**src/rtl/dcache_mem_responder.sv**
```systemverilog
// dcache_mem_responder: memory-side responder for the L1 D-cache D_* port.
// Runs 4-beat line reads and single-word writes against a byte-enabled SRAM.
// Ports: clk, rst (sync, active high);
//   cache side: D_req, D_addr, D_write, D_in, D_type -> D_out, D_wait;
//   SRAM side: mem_cs, mem_oe, mem_web, mem_a, mem_di <- mem_do;
//   align_err: sticky misalignment flag.
// Optional: define DRESP_ALIGN_CHECK_EN to build the alignment checker;
// otherwise align_err is tied low.

`ifndef CACHE_TYPE_BITS
`define CACHE_TYPE_BITS 3
`endif
`ifndef CACHE_BYTE
`define CACHE_BYTE    3'b000
`endif
`ifndef CACHE_HWORD
`define CACHE_HWORD   3'b001
`endif
`ifndef CACHE_WORD
`define CACHE_WORD    3'b010
`endif
`ifndef CACHE_BYTE_U
`define CACHE_BYTE_U  3'b100
`endif
`ifndef CACHE_HWORD_U
`define CACHE_HWORD_U 3'b101
`endif

module dcache_mem_responder #(
    parameter int ADDR_W  = 14,
    parameter int LATENCY = 2,
    parameter int BEATS   = 4
) (
    input  logic                        clk,
    input  logic                        rst,
    input  logic                        D_req,
    input  logic [31:0]                 D_addr,
    input  logic                        D_write,
    input  logic [31:0]                 D_in,
    input  logic [`CACHE_TYPE_BITS-1:0] D_type,
    output logic [31:0]                 D_out,
    output logic                        D_wait,
    output logic                        mem_cs,
    output logic                        mem_oe,
    output logic [3:0]                  mem_web,
    output logic [ADDR_W-1:0]           mem_a,
    output logic [31:0]                 mem_di,
    input  logic [31:0]                 mem_do,
    output logic                        align_err
);

    localparam int BW = (BEATS > 1) ? $clog2(BEATS) : 1;
    localparam logic [3:0] LAT_LAST =
        (LATENCY > 0) ? 4'(LATENCY - 1) : 4'd0;
    localparam logic [BW-1:0] BEAT_LAST = BW'(BEATS - 1);
    localparam logic [ADDR_W-1:0] LINE_MASK = ~ADDR_W'(BEATS - 1);

    typedef enum logic [2:0] {
        S_IDLE, S_WAIT, S_RD_ACC, S_RD_DONE, S_WR_ACC
    } state_t;

    state_t                      r_state;
    logic                        r_write;
    logic [ADDR_W-1:0]           r_wa;
    logic [1:0]                  r_off;
    logic [31:0]                 r_din;
    logic [`CACHE_TYPE_BITS-1:0] r_type;
    logic [BW-1:0]               r_beat;
    logic [3:0]                  r_lat;
    logic [31:0]                 r_dout;
    logic                        r_mem_cs;
    logic                        r_mem_oe;
    logic [3:0]                  r_mem_web;
    logic [ADDR_W-1:0]           r_mem_a;
    logic [31:0]                 r_mem_di;

    logic [ADDR_W-1:0] w_wa;
    logic [ADDR_W-1:0] w_line;
    logic [ADDR_W-1:0] w_rd_a;
    logic [3:0]        w_web_in;
    logic [3:0]        w_web_lat;
    logic [31:0]       w_di_in;
    logic [31:0]       w_di_lat;
    logic              w_wait;
    logic              w_unused_addr;

    // 0 = byte, 1 = halfword, 2 = word (unknown types fall to word)
    function automatic logic [1:0] size_of(
        input logic [`CACHE_TYPE_BITS-1:0] t);
        case (t)
            `CACHE_BYTE, `CACHE_BYTE_U:   size_of = 2'd0;
            `CACHE_HWORD, `CACHE_HWORD_U: size_of = 2'd1;
            default:                      size_of = 2'd2;
        endcase
    endfunction

    function automatic logic [3:0] steer_web(
        input logic [`CACHE_TYPE_BITS-1:0] t, input logic [1:0] o);
        case (size_of(t))
            2'd0:    steer_web = ~(4'b0001 << o);
            2'd1:    steer_web = o[1] ? 4'b0011 : 4'b1100;
            default: steer_web = 4'b0000;
        endcase
    endfunction

    function automatic logic [31:0] steer_di(
        input logic [`CACHE_TYPE_BITS-1:0] t, input logic [31:0] d);
        case (size_of(t))
            2'd0:    steer_di = {4{d[7:0]}};
            2'd1:    steer_di = {2{d[15:0]}};
            default: steer_di = d;
        endcase
    endfunction

    assign w_wa      = D_addr[ADDR_W+1:2];
    assign w_line    = w_wa & LINE_MASK;
    // Beat address wraps inside ADDR_W by plain truncation.
    assign w_rd_a    = r_wa + ADDR_W'(r_beat);
    // With LATENCY = 0 the access issues straight from IDLE, before the
    // request fields are latched, so steering also runs on the live inputs.
    assign w_web_in  = steer_web(D_type, D_addr[1:0]);
    assign w_di_in   = steer_di(D_type, D_in);
    assign w_web_lat = steer_web(r_type, r_off);
    assign w_di_lat  = steer_di(r_type, r_din);
    assign w_unused_addr = ^D_addr[31:ADDR_W+2];

    always_comb begin
        w_wait = 1'b1;
        if (rst) begin
            w_wait = 1'b0;
        end else begin
            case (r_state)
                S_IDLE:              w_wait = D_req;
                S_RD_DONE, S_WR_ACC: w_wait = 1'b0;
                default:             w_wait = 1'b1;
            endcase
        end
    end

    always_ff @(posedge clk) begin
        if (rst) begin
            r_state   <= S_IDLE;
            r_write   <= 1'b0;
            r_wa      <= '0;
            r_off     <= 2'b00;
            r_din     <= 32'h0;
            r_type    <= `CACHE_WORD;
            r_beat    <= '0;
            r_lat     <= 4'd0;
            r_dout    <= 32'h0;
            r_mem_cs  <= 1'b0;
            r_mem_oe  <= 1'b0;
            r_mem_web <= 4'hf;
            r_mem_a   <= '0;
            r_mem_di  <= 32'h0;
        end else begin
            // SRAM strobes are single-cycle pulses
            r_mem_cs  <= 1'b0;
            r_mem_oe  <= 1'b0;
            r_mem_web <= 4'hf;
            case (r_state)
                S_IDLE: begin
                    if (D_req) begin
                        r_write <= D_write;
                        r_beat  <= '0;
                        r_lat   <= 4'd0;
                        if (D_write) begin
                            r_wa   <= w_wa;
                            r_off  <= D_addr[1:0];
                            r_din  <= D_in;
                            r_type <= D_type;
                        end else begin
                            r_wa <= w_line;
                        end
                        if (LATENCY == 0) begin
                            r_mem_cs <= 1'b1;
                            if (D_write) begin
                                r_state   <= S_WR_ACC;
                                r_mem_a   <= w_wa;
                                r_mem_web <= w_web_in;
                                r_mem_di  <= w_di_in;
                            end else begin
                                r_state  <= S_RD_ACC;
                                r_mem_oe <= 1'b1;
                                r_mem_a  <= w_line;
                            end
                        end else begin
                            r_state <= S_WAIT;
                        end
                    end
                end
                S_WAIT: begin
                    if (r_lat == LAT_LAST) begin
                        r_mem_cs <= 1'b1;
                        if (r_write) begin
                            r_state   <= S_WR_ACC;
                            r_mem_a   <= r_wa;
                            r_mem_web <= w_web_lat;
                            r_mem_di  <= w_di_lat;
                        end else begin
                            r_state  <= S_RD_ACC;
                            r_mem_oe <= 1'b1;
                            r_mem_a  <= w_rd_a;
                        end
                    end else begin
                        r_lat <= r_lat + 4'd1;
                    end
                end
                S_RD_ACC: r_state <= S_RD_DONE;
                S_RD_DONE: begin
                    r_dout <= mem_do;
                    if (r_beat == BEAT_LAST) begin
                        r_state <= S_IDLE;
                    end else begin
                        r_beat <= r_beat + BW'(1);
                        r_lat  <= 4'd0;
                        if (LATENCY == 0) begin
                            r_state  <= S_RD_ACC;
                            r_mem_cs <= 1'b1;
                            r_mem_oe <= 1'b1;
                            r_mem_a  <= w_rd_a + ADDR_W'(1);
                        end else begin
                            r_state <= S_WAIT;
                        end
                    end
                end
                S_WR_ACC: r_state <= S_IDLE;
                default:  r_state <= S_IDLE;
            endcase
        end
    end

    // SRAM data arrives during RD_DONE; pass it through then, hold afterwards.
    assign D_out   = (r_state == S_RD_DONE) ? mem_do : r_dout;
    assign D_wait  = w_wait;
    assign mem_cs  = r_mem_cs;
    assign mem_oe  = r_mem_oe;
    assign mem_web = r_mem_web;
    assign mem_a   = r_mem_a;
    assign mem_di  = r_mem_di;

`ifdef DRESP_ALIGN_CHECK_EN
    logic r_align;
    logic w_misal;

    always_comb begin
        w_misal = 1'b0;
        if (!D_write) begin
            w_misal = (D_addr[3:0] != 4'h0);
        end else begin
            case (size_of(D_type))
                2'd1:    w_misal = D_addr[0];
                2'd2:    w_misal = (D_addr[1:0] != 2'b00);
                default: w_misal = 1'b0;
            endcase
        end
    end

    always_ff @(posedge clk) begin
        if (rst) begin
            r_align <= 1'b0;
        end else if (r_state == S_IDLE && D_req && w_misal) begin
            r_align <= 1'b1;
        end
    end

    assign align_err = r_align;
`else
    assign align_err = 1'b0;
`endif

endmodule

```
**config.mk**
```make
export PLATFORM = sky130hd
export DESIGN_NAME = dcache_mem_responder
export DESIGN_NICKNAME = d
export VERILOG_FILES = /design/src/rtl/dcache_mem_responder.sv
export SDC_FILE = /design/constraint.sdc
export NUM_CORES = 1
export LEC_CHECK = 0
export ABC_CLOCK_PERIOD_IN_PS = 2560
export BUFFER_PORTS_ARGS = -buffer_cell sky130_fd_sc_hd__buf_2
export CORE_ASPECT_RATIO = 0.6
export CORE_MARGIN = 10
export CORE_UTILIZATION = 34
export CTS_BUF_LIST = sky130_fd_sc_hd__clkbuf_8
export DETAILED_ROUTE_END_ITERATION = 7
export SLEW_MARGIN = 40
export SYNTH_ARGS = -nofsm -noshare
export SYNTH_HDL_FRONTEND = slang
export SYNTH_SLANG_ARGS = --single-unit
```
**constraint.sdc**
```tcl
create_clock -name clk -period 2.56 [get_ports clk]
set_input_delay 0.128 -clock clk [delete_from_list [all_inputs] [get_ports clk]]
set_output_delay 0.128 -clock clk [all_outputs]
set_load 0.02 [all_outputs]
```
### After elaboration in Yosys (flattened, before gate mapping)

Index checks and enable logic that the tools add are counted.

* register bits after elaboration: 145
* input port bits: 103
* output and inout bits: 86
* word-level logic and storage cells: 77

* $add $sub $neg: 3
* eq/ne operators: 14
* shifts and indexed selects: 1
* muxes and demuxes: 23
* bitwise operators: 4
* reduce and logical (&&, ||, !) cells: 18

Operators by type and width (number)
* 32-bit case mux with 2 select lines: 1
* 32-bit two-way mux: 1
* 4-bit two-way mux: 4
* 14-bit by 2-bit adder with 14-bit output: 1
* 14-bit two-way mux: 1
* 3-bit case mux with 4 select lines: 1
* 4-bit case mux with 3 select lines: 1
* 3-bit == test (second input constant): 3
* 3-bit two-way mux: 3
* 3-bit AND reduction: 3
* 2-bit inequality test (second input constant): 4
* 2-bit case mux with 2 select lines: 2
* 4-bit case mux with 2 select lines: 1
* 2-bit OR reduction: 4
* 3-bit by 1-bit == test with 1-bit output (second input constant): 2
* 3-bit by 2-bit == test with 1-bit output (second input constant): 2
* 3-bit zero test: 2
* 2-bit two-way mux: 3
* 2-bit AND reduction: 3
* 4-bit by 1-bit adder with 4-bit output (second input constant): 1
* 4-bit by 1-bit == test with 1-bit output (second input constant): 1
* 1-bit two-way mux: 4
* 4-bit NOT: 1
* 4-bit AND reduction: 1
* other kinds (11): 13

### Longest topological paths before layout

* word-level depth: 5
* depth in mapped cells: 9

### Worst setup path before layout

No wires, ideal clock.

* kind: reg-to-reg
* from: register r_beat[0]
* to: register r_mem_a[12], in the netlist mem_a[12]
* library setup time: 0.086 ns
* data arrival time: 2.055 ns
* required time: 2.474 ns
* path slack: 0.419 ns
* stages on the path, launching flop included: 8
* buffers on the path: 0
* clock period less this slack: 2.141 ns
* cell sequence: dfxtp_1 ha_1 inv_1 fa_1 nor4bb_1 nand4_1 xor2_1 a211oi_1

* longest elaborated chain between the ends: 2

Ends and longest elaborated chain
* start: declaration: RTL line 68 `logic [BW-1:0] r_beat;`
* start signal: assignment: RTL line 215 `r_beat <= r_beat + BW'(1);`
* 14-bit by 2-bit adder with 14-bit output: RTL line 118 `assign w_rd_a = r_wa + ADDR_W'(r_beat);`
* 14-bit two-way mux: RTL line 195 `if (r_write) begin`
* end signal: assignment: RTL line 197 `r_mem_a <= r_wa;`
* end signal: assignment: RTL line 203 `r_mem_a <= w_rd_a;`
* end signal: assignment: RTL line 221 `r_mem_a <= w_rd_a + ADDR_W'(1);`
* end: declaration: RTL line 74 `logic [ADDR_W-1:0] r_mem_a;`

Every way passes these cells.
A chain may end at the register's enable or synchronous reset.

### Worst setup path after layout

* from: register r_lat[0]
* to: register r_mem_a[11], in the netlist mem_a[11]

* longest elaborated chain between the ends: 2

Ends and longest elaborated chain
* start: declaration: RTL line 69 `logic [3:0] r_lat;`
* start signal: assignment: RTL line 206 `r_lat <= r_lat + 4'd1;`
* 4-bit by 1-bit == test with 1-bit output: RTL line 193 `if (r_lat == LAT_LAST) begin`
* 2-bit AND reduction (no line)
* end signal: assignment: RTL line 185 `r_mem_a <= w_line;`
* end signal: assignment: RTL line 197
* end signal: assignment: RTL line 203

Every way passes these cells.

==> results.toml <==
[clock_network]
cts.sinks = 144
cts_max_level = 4
postCtsSetupRepairBufs = 0
clk_pin_slew_ns = 0.09
cts_made_buffers = 17
cts_tree = "yes"
clockRootBuffer = "clkbuf_8"
clkLatencyLatePin_ns = 0.44
clk_path_buf_depth = 2

[timing]
clock_skew_ns = 0.0177
setup_viol = 0
period_share = 0.830
fmax_ghz = 0.471
min_period_ns = 2.13
slew_violations = 0
max_slew_margin = 0.502
tightest_slew_ns = 0.747
hold_viol = 0
setup_slack_ns = 0.435
rsz0062_at_grt = "false"
setup_tns_ns = 0

[logic_synthesis]
yosysSeqAreaShare = 0.491
synthFlopType = "dfxtp_1"
ys_top_cells_by_area = "dfxtp_1, nand2_1, mux2_2"
syn_inst = 670
ys_seq_elements = 144
synth.top_cell.area_share = 0.491
synth_nets = 779
syn_avg_cell_area_um2 = 8.76
synth_top_cell_by_area = "dfxtp_1"
synth_cell_types = 43
synth_edf_count = 0
yosysWarnings = 0
synthArstFlopShare = 0
synth_area_um2 = 5870

[grt]
grt_pass1_vias = 5274
grt_max_degree = 69
grt-busiest-layer = "met2"
met1_usage = 0.207
antenna_found_initial = 1
grt_first_pass_wirelength_um = 28100
grt_use_met2 = 0.212
grt_use_met3 = 0.0676
grt_usage = 0.151
gr-total-overflow = 0

[pwr]
power_density_nw_per_um2 = 597
p_leak_uw = 0.00326
max-vdd-ir-drop_mv = 0.374

[setup_path]
worstPathRequired_ns = 2.90
rr_worst_depth = 5
r2r_slack_ns = 0.43
worstSetupPathType = "flip-flop to flip-flop"
critPathArrivalTime_ns = 2.47
end_kind = "flip-flop"
path_max_fanout = 27
cp-start-kind = "flip-flop"

[outcome]
status = "finished clean"

[placed_design]
io_buffers = 170
pre_cts_ws_ns = 0.463
gp_congestion = 0.805
dp_hpwl_um = 12200

[worst_hold_path]
hold_path_depth = 3
min_path_type = "input port to flip-flop"

[die]
fp.dieW_um = 190
start_util = 0.345
die-area_um2 = 23100
die_y_um = 122
core_um2 = 17000
io_pins = 189
row_count = 37

[layout]
seqCellArea_um2 = 2880
multiInputGateArea_um2 = 2740
num_antenna_cells = 0
syn_to_final_growth_pct = 33.0
nNetsFinal = 988
drive_gt1_frac = 0.283
fillers = 1768

[drt]
wirelength_um = 17600
drt-initial-drc-count = 316
drc = 0
via_count = 5274
drtPass1Iterations = 5
post_drt_via_cell_ratio = 4.68
routedWlPerCell_um = 15.7
ant_nets = 0

[job]
drv_cap = 0
[kinds of logic after synthesis]
family,synth area share
DFF,0.491
xor gates and xnor gates,0.0224
muxes,0.0903
and+or+nand+nor,0.215
buffers and inverters,0.0422
other,0.000639
adders and majority gates,0.0141
AOI/OAI and AO/OA,0.125
[final timing paths]
check | startpoint | end
hold / removal | mem_do[31] | r_dout[31]$_SDFF_PP0_
setup reg to reg | r_lat[0]$_SDFFE_PP0P_ | mem_a[11]$_SDFFE_PP0P_
hold reg to reg | r_din[27]$_SDFFE_PP0P_ | r_din[27]$_SDFFE_PP0P_
setup / recovery | r_lat[0]$_SDFFE_PP0P_ | mem_a[11]$_SDFFE_PP0P_
[power breakdown]
part	switching, µW	internal (µW)
logic	293	238
registers	76.7	2310
clock network	1020	722
total	1390	3270
[placed cells by master, fill, tap and decap left out, types with 2 or more instances in the layout]
master,n
buf_2,169
nand2_1,158
dfxtp_1,144
a21oi_1,71
dlygate4sd3_1,52
nor2_1,41
nor2b_1,37
mux2_2,32
a211oi_1,22
o21ai_0,21
mux2i_1,17
clkbuf_8,17
buf_4,15
xnor2_1,8
a311oi_1,8
xor2_1,7
inv_1,6
nor3_1,6
nand4_1,6
inv_6,6
nand3_1,5
ha_1,5
inv_8,5
nand3b_1,3
or3_1,3
and3_1,2
nor4_1,2
and2_1,2
a31oi_1,2
clkinvlp_4,2
[cell usage after synthesis, drive strengths merged (2+ instances only)]
cell	instances
mux2	32
nand2	158
nor4	2
or3	3
a211oi	22
inv	6
nand4	6
xnor2	8
a21oi	71
clkbuf	27
buf	20
xor2	7
nor3	7
nand3b	3
a31oi	2
mux2i	17
ha	5
nor4b	2
o21ai	21
dfxtp	144
and2	2
nand3	5
nor2b	37
and3	2
nor2	42
a311oi	8
[cell type report]
| class | instances | share of cell area |
|---|---|---|
| inverters | 6 | 0.00288 |
| repair buffers | 237 | 0.192 |
| clock inverters | 15 | 0.0176 |
| flip-flops and latches | 144 | 0.369 |
| well taps | 234 | 0.0375 |
| clock buffers | 17 | 0.0300 |
| multi-input cells | 473 | 0.351 |
[metal layers]
| metal | wire length (µm) | up-vias |
|---|---|---|
| met5 | 13 | - |
| met3 | 1730 | 7 |
| li1 | - | 2690 |
| met2 | 7030 | 176 |
| met1 | 8780 | 2399 |
| met4 | 70 | 2 |
[critical path: stages, from the launching register on]
cell and delay, ns:
dfxtp_1 0.40, ha_1 0.19, or4b_1 0.60, nor2_4 0.52, nor2_1 0.09, a211oi_1 0.23
[state kept, by name (all words and copies together) (netlist names)]
signal   count
r_state      3
mem_di      32
r_dout      32
r_wa        14
mem_cs       1
mem_web      4
mem_oe       1
r_din       32
r_write      1
r_type       2
r_beat       2
r_off        2
r_lat        4
mem_a       14
[stage by stage]
stage                     power [µW]  std cells  hold slack, ns  cell area (µm²)   util
after floorplan                 2730        670           0.252             5870      -
after global placement          2910       1042           0.358             6920  0.406
after detailed placement        2910       1042           0.356             6920  0.406
after CTS                       4730       1126         0.00922             7810  0.458
after global routing            4890       1126         0.00684             7810  0.458
final                           4660       1126          0.0374             7810  0.458
[repair_timing]
action                    in CTS  in global routing
hold endpoints to repair      50                  0
hold buffers                  52                  0
resized for setup              0                  0
(Power assumes the default switching activity.)
